[src/rtl/dma_copy_master.sv]
// dma_copy_master: word-by-word block copy engine driving a single-cycle data memory port.
// Optional DMA_FILL_EN adds a fill mode that writes a constant word without reading.
module dma_copy_master #(
    parameter int LEN_BITS  = 9,
    parameter int ADDR_STEP = 4
) (
    input  logic                clk,
    input  logic                reset,
    input  logic                start,
    input  logic                abort,
    input  logic [31:0]         src_addr,
    input  logic [31:0]         dst_addr,
    input  logic [LEN_BITS-1:0] len_words,
`ifdef DMA_FILL_EN
    input  logic                fill_mode,
    input  logic [31:0]         fill_data,
`endif
    output logic                busy,
    output logic                done,
    output logic                err,
    output logic [LEN_BITS-1:0] words_done,
    output logic                mem_rd,
    output logic                mem_wr,
    output logic [31:0]         mem_addr,
    output logic [31:0]         mem_wdata,
    input  logic [31:0]         mem_rdata
);
    typedef enum logic [1:0] {IDLE, READ, WRITE, DONE} state_t;
    state_t state, state_next;
    logic [31:0] src, dst, data, fill_word;
    logic [LEN_BITS-1:0] remaining, count;
    logic err_q, fill_q, fill_in, load, fail, capture, step, src_ok, dst_ok;
`ifdef DMA_FILL_EN
    assign fill_in   = fill_mode;
    assign fill_word = fill_data;
`else
    assign fill_in   = 1'b0;
    assign fill_word = 32'h0;
`endif
    // The 0x4xxxxxxx region is off limits, checked on the live (possibly wrapped) pointer.
    assign src_ok = src[31:28] != 4'h4;
    assign dst_ok = dst[31:28] != 4'h4;
    always_ff @(posedge clk or posedge reset)
        if (reset) state <= IDLE;
        else state <= state_next;
    always_comb begin
        state_next = state;
        load = 1'b0;
        fail = 1'b0;
        capture = 1'b0;
        step = 1'b0;
        mem_rd = 1'b0;
        mem_wr = 1'b0;
        mem_addr = 32'h0;
        mem_wdata = 32'h0;
        case (state)
            IDLE: if (start) begin
                load = 1'b1;
                if (len_words == '0) state_next = DONE;
                else if (dst_addr[1:0] != 2'b0 || (!fill_in && src_addr[1:0] != 2'b0)) fail = 1'b1;
                else state_next = fill_in ? WRITE : READ;
            end
            READ: begin
                mem_rd = src_ok;
                mem_addr = src_ok ? src : 32'h0;
                if (abort) state_next = IDLE;
                else if (!src_ok) begin
                    fail = 1'b1;
                    state_next = IDLE;
                end else begin
                    capture = 1'b1;
                    state_next = WRITE;
                end
            end
            WRITE: begin
                mem_wr = dst_ok;
                mem_addr = dst_ok ? dst : 32'h0;
                mem_wdata = dst_ok ? data : 32'h0;
                if (abort) state_next = IDLE;
                else if (!dst_ok) begin
                    fail = 1'b1;
                    state_next = IDLE;
                end else begin
                    step = 1'b1;
                    state_next = remaining == LEN_BITS'(1) ? DONE : (fill_q ? WRITE : READ);
                end
            end
            DONE: state_next = IDLE;
            default: state_next = IDLE;
        endcase
    end
    always_ff @(posedge clk or posedge reset)
        if (reset) begin
            src <= 32'h0;
            dst <= 32'h0;
            data <= 32'h0;
            remaining <= '0;
            count <= '0;
            err_q <= 1'b0;
            fill_q <= 1'b0;
        end else begin
            if (load) begin
                src <= src_addr;
                dst <= dst_addr;
                remaining <= len_words;
                count <= '0;
                err_q <= fail;
                fill_q <= fill_in;
                data <= fill_word;
            end else if (fail) err_q <= 1'b1;
            if (capture) begin
                data <= mem_rdata;
                src <= src + 32'(ADDR_STEP);
            end
            if (step) begin
                dst <= dst + 32'(ADDR_STEP);
                count <= count + LEN_BITS'(1);
                remaining <= remaining - LEN_BITS'(1);
            end
        end
    assign busy = state == READ || state == WRITE;
    assign done = state == DONE;
    assign err = err_q;
    assign words_done = count;
endmodule

[config.mk]
export PLATFORM = sky130hd
export DESIGN_NAME = dma_copy_master
export DESIGN_NICKNAME = d
export VERILOG_FILES = /design/src/rtl/dma_copy_master.sv
export SDC_FILE = /design/constraint.sdc
export NUM_CORES = 1
export LEC_CHECK = 0
export ABC_AREA = 1
export BUFFER_PORTS_ARGS = -buffer_cell sky130_fd_sc_hd__buf_4
export CAP_MARGIN = 20
export CORE_UTILIZATION = 59
export DETAILED_ROUTE_END_ITERATION = 6
export GPL_TIMING_DRIVEN = 0
export PLACE_DENSITY = 0.95
export REMOVE_ABC_BUFFERS = 1
export SYNTH_ARGS = -nofsm -noshare
export SYNTH_HDL_FRONTEND = slang
export SYNTH_SLANG_ARGS = --single-unit
[constraint.sdc]
create_clock -name clk -period 8.2 [get_ports clk]
set_clock_uncertainty 0.2 [all_clocks]
set_input_delay 0.82 -clock clk [delete_from_list [all_inputs] [get_ports clk]]
set_output_delay 0.82 -clock clk [all_outputs]
set_load 0.005 [all_outputs]
# ---- After elaboration in Yosys (flattened, before gate mapping)
# Index checks and enable logic that the tools add are counted.
dict set report word_totals {
  reg_bits 117
  in_bits 109
  out_inout_bits 78
  word_cells 73
}
dict set report op_classes {
  add_sub_neg 4
  eq_ne 8
  n_mux 44
  n_reduce_logical 10
}
# op count
set ops {}
lappend ops {{$mux 32} 10}
lappend ops {{$add 32x3->32 const B} 2}
lappend ops {{$pmux 32 s2} 1}
lappend ops {{$mux 9} 4}
lappend ops {{$mux 1} 19}
lappend ops {{$mux 2} 8}
lappend ops {{$reduce_bool 2->1} 5}
lappend ops {{$add 9x1->9 const B} 1}
lappend ops {{$eq 9x1->1 const B} 1}
lappend ops {{$logic_not 9->1} 1}
lappend ops {{$sub 9x1->9 const B} 1}
lappend ops {{$ne 4x3->1 const B} 2}
lappend ops {{$pmux 2 s4} 1}
lappend ops {{$eq 2x2->1 const B} 2}
lappend ops {{$ne 3x3->1 const B} 1}
lappend ops {{$pmux 1 s3} 1}
lappend ops {{$eq 2x1->1 const B} 1}
lappend ops {{$logic_not 2->1} 1}
lappend ops {{$logic_or 1x1->1} 2}
lappend ops {{$ne 2x2->1 const B} 1}
lappend ops {{$reduce_and 2->1} 1}

# ---- Logic depth before layout (Yosys ltp)
# Gate-level depths: netlist of run 1.
dict set report logic_depth {
  ltp_word 8
  depth_mapped 12
  ltp_nobuf 11
}

# ---- Worst setup path after synthesis of run 1
# Ideal clock, no wire load.
dict set report synth_path {
  path_kind {register to output}
  from {reg state[0]}
  to {out mem_addr[15]}
  arrival_ns 1.311
  required_time_ns 7.180
  path_slack_ns 5.869
  path_stages_with_launch 8
  n_path_buf 1
  cell_sequence {dfrtp_1 > inv_1 > ha_1 > nand2_4 > inv_1 > buf_2 > nand2_1 > a21oi_1}
}
dict set report synth_between {
  elab_chain_len 2
  word_cells_on_any_way 3
  cone_classes {eq/ne: 2; mux: 1}
}
# item line_no
set synth_lines {}
lappend synth_lines {{start: declaration} 29} ;# state_t state, state_next;
lappend synth_lines {{start signal: assignment} 45} ;# else state <= state_next;
lappend synth_lines {{$eq 2x2->1 or $eq 2x1->1 (tied branches)} 56} ;# case (state)
lappend synth_lines {{$pmux 32 s2 (*)} 56}
lappend synth_lines {{end: declaration} 24} ;# output logic [31:0] mem_addr,
# Mark *: on every way between the ends. The rest lies on a longest branch, timed or not.

# ---- Final worst setup path of run 1
dict set report layout_path {
  from {reg state[0]}
  to {out mem_addr[5]}
}
# Same word-level chain as after synthesis.

==> summary.txt, run 1 <==
Die
  – Die W: 116 um
  – Core Region: between 0.01 and 0.015 mm^2
  – Die Ht: 116 um
  – IO Count: 187
  – Die Area: 0.0134 mm^2
  – Row count: 41
  – Initial Utilization: 0.606

Global routing
  – Grt total ovfl: 0
  – First-pass GRT wire length: between 30 and 40 mm
  – Global Route Usage Sum: 0.359
  – Largest net degree at the start of global routing: 76
  – Initial antenna violation count: 0
  – Vias in the first global route: between 7,000 and 8,000

CTS
  – CTS Buffer Depth: 2
  – Clock latency at the later pin of the worst-skew pair: approximately 0.44 ns
  – CTS tree: done
  – Sink Count: roughly 120
  – CTS Buf Count: 17
  – CTS Root Cell: clkbuf_16
  – Cts repair resizes: 0
  – # Post-CTS Setup Buffers: 0
  – Hold_buf cts: 0
  – H-tree depth: 4
  – Clk slew on worst S/H paths: approximately 0.060 ns

Cells and area
  – Fin nets: ~1,400
  – Layout cell share with drive strength beyond 1: 0.181
  – Fillers: 977
  – Synthesis-to-finish area growth: 26.4%
  – Commonest cells after routing, fill and taps aside: nand2_1, buf_4, inv_1
  – Sequential cell area: between 0.002 and 0.003 mm^2
  – ANT cells: 0
  – Most common cell after layout, fill and taps aside: nand2_1
  – Multi-input gate area: 0.00391 mm^2

STA
  – Max-slew violations: 0
  – Count of final setup violators: 0
  – Slew HR: 0.326
  – Final setup TNS: 0 ns
  – RSZ-0062 raised after global routing: false
  – Tcrit/Tclk final: 0.484
  – Post-route minimum period: 3.97 ns
  – Final Hold Vio Count: 0
  – Fin Hold WS: roughly 0.19 ns
  – Measured slew at the worst slew-check pin: about 1 ns
  – F_max: approximately 250 MHz

Drt
  – Vias/cell: around 5.6
  – Routed Wire Length: between 20 and 25 mm
  – DRT Pass-1 Iters: 6
  – WL/cell: around 16 um
  – Met3 WL: ~2.2 mm
  – DRC violations left: 0
  – Top Layer Used: met4
  – DR WL met2: roughly 11 mm
  – Post-Route M1 WL: slightly above 9 mm
  – Number of DRC markers in iteration 0: about 1,000
  – Via count: around 8,500
  – Antenna Nets Post-Route: 0

Run status
  – Outcome: finished clean

Critical path
  – Critical path launch point type: flip-flop
  – CP Max Fanout: 34
  – Worst path required time: slightly above 7 ns
  – Worst setup EP type: output pin
  – CP Class: flip-flop to output pin
  – CP arrival: slightly below 3 ns

Yosys
  – Post-Synth Simple-Gate Area: 0.362
  – Post-synthesis average cell area: roughly 6.6 um^2
  – Register area share after synthesis: 0.383
  – Post-synth EDFFs: 0
  – Post-synthesis mux area share: 0
  – Fraction of registers with async set/reset: 1.00
  – Count of state elements after synthesis: 117
  – Main flop type after synthesis: dfrtp_1
  – Xor/xnor share of the synthesized area: 0.0286
  – Post-synth cell types: 37
  – Synthesis Warnings: 0
  – Combinational family with the most area after synthesis: simple AND/OR/NAND/NOR gates
  – Synth Area in Compound Gates: 0.106
  – Post-Synth Adder-Cell Area: 0.0147
  – Cells after Synth: 1,159
  – Mapped cell area: between 0.007 and 0.008 mm^2

Power
  – Clk pwr share: 0.232
  – Combinational share of power: 0.419
  – Sw frac: 0.445
  – Total power per unit cell area: roughly 340 mW/mm^2
  – Pleak: 4.68 nW
  – Power Internal: ~0.0018 W
  – P_sw: approximately 0.0015 W
  – Peak VDD IR: 185 uV
  – Seq pwr share: 0.349

Hold path
  – HP Class: input pin to asynchronous set/reset pin

Job
  – Max Cap Viol: 0

Place
  – Post-DP HPWL: 16.4 mm
  – Port bufs: between 150 and 200
  – Final RePlAce weighted congestion: around 0.98
[cells in the mapped netlist, types with 4 or more instances]
library cell	count	area share
a21oi_1	43	0.028
buf_2	14	0.0092
buf_4	8	0.0079
buf_6	4	0.0059
clkbuf_1	11	0.0054
dfrtp_1	117	0.38
ha_1	9	0.015
inv_1	148	0.073
inv_2	4	0.0020
nand2_1	420	0.21
nand2_2	4	0.0033
nand3_1	70	0.046
nand4_1	17	0.014
nor2_1	128	0.063
nor2_2	5	0.0041
nor3_1	11	0.0072
o211ai_1	24	0.024
o21ai_0	65	0.043
o21ai_1	5	0.0033
xnor2_1	8	0.0092
xor2_1	17	0.019
[cell type report]
type	count	area share
Clock buffer	18	0.0454
Clock inverter	13	0.0163
Inverter	155	0.0612
Multi-Input combinational cell	849	0.404
Sequential cell	117	0.303
Tap cell	172	0.0223
Timing Repair Buffer	187	0.147
[critical path, cell delays in order, from the launching register on]
cell	delay (ns)
dfrtp_1	0.40
inv_1	0.13
ha_1	0.32
nand2_4	0.29
inv_1	0.76
nand2_1	0.14
a21oi_1	0.31
buf_4	0.18
[power by group through the flow]
stage / Combinational, W / Clock (W) / Sequential [W]
4_1_cts: 0.00136 / 0.000761 / 0.00113
6_report: 0.00138 / 0.000762 / 0.00115
2_1_floorplan: 0.000885 / 0 / 0.00103
5_1_grt: 0.00153 / 0.000788 / 0.00117
3_5_place_dp: 0.00134 / 0 / 0.00114
3_3_place_gp: 0.00128 / 0 / 0.00112
[per-layer routing]
metal  up-vias  track usage
met5         -            0
met4         0        0.179
met3        97       0.0968
met2       486        0.587
met1      3939        0.440
li1       3965            -
[state kept, by name (all words and copies together) (netlist names)]
name / cells
err: 1
dst: 32
src: 32
data: 32
state: 2
words_done: 9
remaining: 9
[path summary, 6_finish.rpt]
check                              end  cells after the start      from  slack, ns
hold reg to reg                    err                      2       err       0.28
setup / recovery           mem_addr[5]                      7  state[0]       4.23
setup reg to reg               dst[29]                     11  state[0]       5.00
min in group clk                   err                      2       err       0.28
hold / removal                data[25]                      2     reset       0.19
max in group asynchronous      dst[16]                      3     reset       6.89
[kinds of logic (layout without fill, tap and decap cells)]
family                     after synthesis  count (layout)
buffers and inverters                  193             373
AOI/OAI and AO/OA                      146             146
adders and majority gates                9               9
and+or+nand+nor                        669             669
xor gates and xnor gates                25              25
DFF                                    117             117
[through the flow]
| step | area (um^2) | setup WS (ns) | std cells | utilization | power [W] |
|---|---|---|---|---|---|
| 3_3_place_gp | 9030 | 2.67 | 1479 | 0.716 | 0.00240 |
| 2_1_floorplan | 7420 | 4.08 | 1121 | - | 0.00192 |
| 6_report | 9660 | 4.23 | 1511 | 0.766 | 0.00328 |
| 5_1_grt | 9660 | 4.03 | 1511 | 0.766 | 0.00349 |
| 3_5_place_dp | 9070 | 4.74 | 1480 | 0.719 | 0.00248 |
| 4_1_cts | 9660 | 4.28 | 1511 | 0.766 | 0.00325 |
Power figures use the tool's default switching activity.
==> run 2: changes to the inputs <==
- CORE_UTILIZATION: 59 -> 49
- PLACE_DENSITY: 0.95 -> 0.88
- clock period: 8.2 -> 3.45 ns (I/O delays scaled with it)
==> run 2 against run 1 <==
  * Final area is 8.4% higher
  * Non-clock buffer count increased by 80
  * Clock power up 130%
  * Die area increased by 20%
  * Critical endpoint is now mem_addr[4]
  * Sequential power rose by 130%
  * Utilization fell by 7.6 points
  * Via count increased by 1.1%
  * Final cell count is 6.4% higher
  * Routed wire length up 5.0%
  * Largest cell class unchanged
  * First-iteration DRC count fell by 9.9%
  * Register-to-register slack worse by 4.6 ns
  * Critical path type unchanged
  * Highest routed layer unchanged
==> summary.txt, run 2 (same netlist as run 1, synthesis figures left out) <==
Die
  – IO Count: 187
  – Initial Utilization: 0.503
  – Die W: about 130 um
  – Core Region: about 0.015 mm^2
  – Die Ht: between 100 and 150 um
  – Row count: 45
  – Die Area: 0.0161 mm^2

Hold path
  – Hold path start: dst_addr[23]
  – Hold Path Sink: dst[23]
  – Hold path depth: 5
  – HP Class: input pin to flip-flop

Drt
  – Top Layer Used: met4
  – Met3 WL: around 1.8 mm
  – DR WL met2: approximately 12 mm
  – WL/cell: 15.4 um
  – DRT Pass-1 Iters: 7
  – Post-Route M1 WL: 10.1 mm
  – Vias/cell: roughly 5.3
  – Antenna Nets Post-Route: 0
  – Routed Wire Length: 24.7 mm
  – Via count: approximately 8,600
  – Number of DRC markers in iteration 0: about 900
  – DRC violations left: 0

STA
  – F_max: 308 MHz
  – RSZ-0062 raised after global routing: false
  – Final Hold Vio Count: 0
  – Final WS setup: ~0.2 ns
  – Count of final setup violators: 0
  – Post-route minimum period: about 3.2 ns
  – Max-slew violations: 0
  – Tcrit/Tclk final: 0.941
  – Slew HR: 0.316
  – Fin Hold WS: 0.00231 ns
  – Measured slew at the worst slew-check pin: between 1 and 1.5 ns
  – Final setup TNS: 0 ns

Power
  – Pleak: around 5.0 nW
  – Peak VDD IR: between 400 and 500 uV
  – Total power per unit cell area: 744 mW/mm^2

Cells and area
  – Synthesis-to-finish area growth: 37.1%
  – Final Util: 0.689
  – Most common cell after layout, fill and taps aside: nand2_1
  – Commonest cells after routing, fill and taps aside: nand2_1, buf_4, inv_1
  – Largest regs: data x32, dst x32, src x32
  – Layout cell share with drive strength beyond 1: 0.170
  – ANT cells: 0
  – Fin nets: around 1,500

Critical path
  – Worst setup EP type: output pin
  – CP Max Fanout: 30
  – FF-to-FF path depth: 10
  – Worst path required time: 2.90 ns
  – R2r startpoint: state[0]
  – RR Endpoint: dst[31]
  – Reg2reg setup slack: roughly 0.37 ns
  – CP Class: flip-flop to output pin
  – CP arrival: roughly 2.7 ns
  – Critical path launch point type: flip-flop

CTS
  – CTS Root Cell: clkbuf_16
  – H-tree depth: 4
  – CTS tree: done
  – Clk slew on worst S/H paths: approximately 0.06 ns
  – Clock latency at the later pin of the worst-skew pair: between 0.4 and 0.5 ns
  – CTS Buf Count: 17
  – Sink Count: ~120
  – # Post-CTS Setup Buffers: 0
  – CTS Buffer Depth: 2

Place
  – Dpl ws: between 0.3 and 0.4 ns
  – Final RePlAce weighted congestion: 0.900
  – Port bufs: about 190
  – Post-DP HPWL: roughly 16 mm

Global routing
  – Global Route Usage Sum: 0.315
  – First-pass GRT wire length: ~40 mm
  – Vias in the first global route: just over 8,000
  – Largest net degree at the start of global routing: 67
  – Grt total ovfl: 0
  – Initial antenna violation count: 0

Run status
  – Outcome: finished clean

Job
  – Max Cap Viol: 0
run 2: cell types whose count changed in the layout (fill, tap and decap cells not counted):
cell	before	now
nand2_4	3	2
bufinv_16	3	2
dlygate4sd3_1	0	80
clkbuf_1	0	3
clkinv_2	4	5
inv_6	2	1
nand2_8	0	1
clkbuf_8	1	3
clkinvlp_4	4	2
inv_1	147	146
run 2: what timing repair did:
item / CTS / global route
gates resized for setup: 1 / 1
hold endpoints to repair: 130 / 0
hold buffers: 80 / 0
gates cloned: 0 / 0
endpoints found under the setup margin: 5 / 2
pin swaps: 0 / 0
run 2: metal layers:
metal  vias to the layer above  GRT usage
li1                       4130          -
met1                      3963      0.379
met2                       410      0.540
met3                        76     0.0721
met4                         0      0.139
met5                         -          0
run 2: cell type report:
| type | count | area (um^2) |
|---|---|---|
| Fill cell | 1248 | 4720 |
| Timing Repair Buffer | 267 | 2220 |
| Sequential cell | 117 | 2930 |
| Clock inverter | 9 | 101 |
| Inverter | 155 | 596 |
| Multi-Input combinational cell | 849 | 3920 |
| Clock buffer | 23 | 478 |
| Tap cell | 188 | 235 |
run 2: stage by stage:
stage	total power [W]	instance area [um^2]	std cells
after floorplan	0.00456	7420	1121
after global placement	0.00575	9050	1495
after detailed placement	0.00587	9090	1496
after CTS	0.00772	10500	1608
after global routing	0.00837	10500	1608
final	0.00780	10500	1608
run 2: worst max-delay path by stage:
stage	end	start	cells past startpoint	slack, ns
after floorplan	data[0]	reset	1	-0.20
after global placement	src[18]	reset	2	-1.69
after global routing	mem_addr[4]	state[1]	7	0.006
after CTS	mem_addr[12]	state[0]	7	0.14
after detailed placement	dst[31]	state[0]	10	0.34
final	mem_addr[4]	state[1]	7	0.20
run 2: worst max-delay path, cell delays in order, from the launching register on:
cell and delay (ns):
dfrtp_1 0.41, inv_1 0.09, ha_1 0.33, nand2_1 0.11, inv_1 0.68, nand2_1 0.17
a21oi_1 0.30, buf_4 0.17
run 2: where the power goes:
| part | switching, W | internal [W] |
|---|---|---|
| Combinational | 0.00209 | 0.00125 |
| Clock | 0.000643 | 0.00111 |
| Sequential | 0.000701 | 0.00200 |
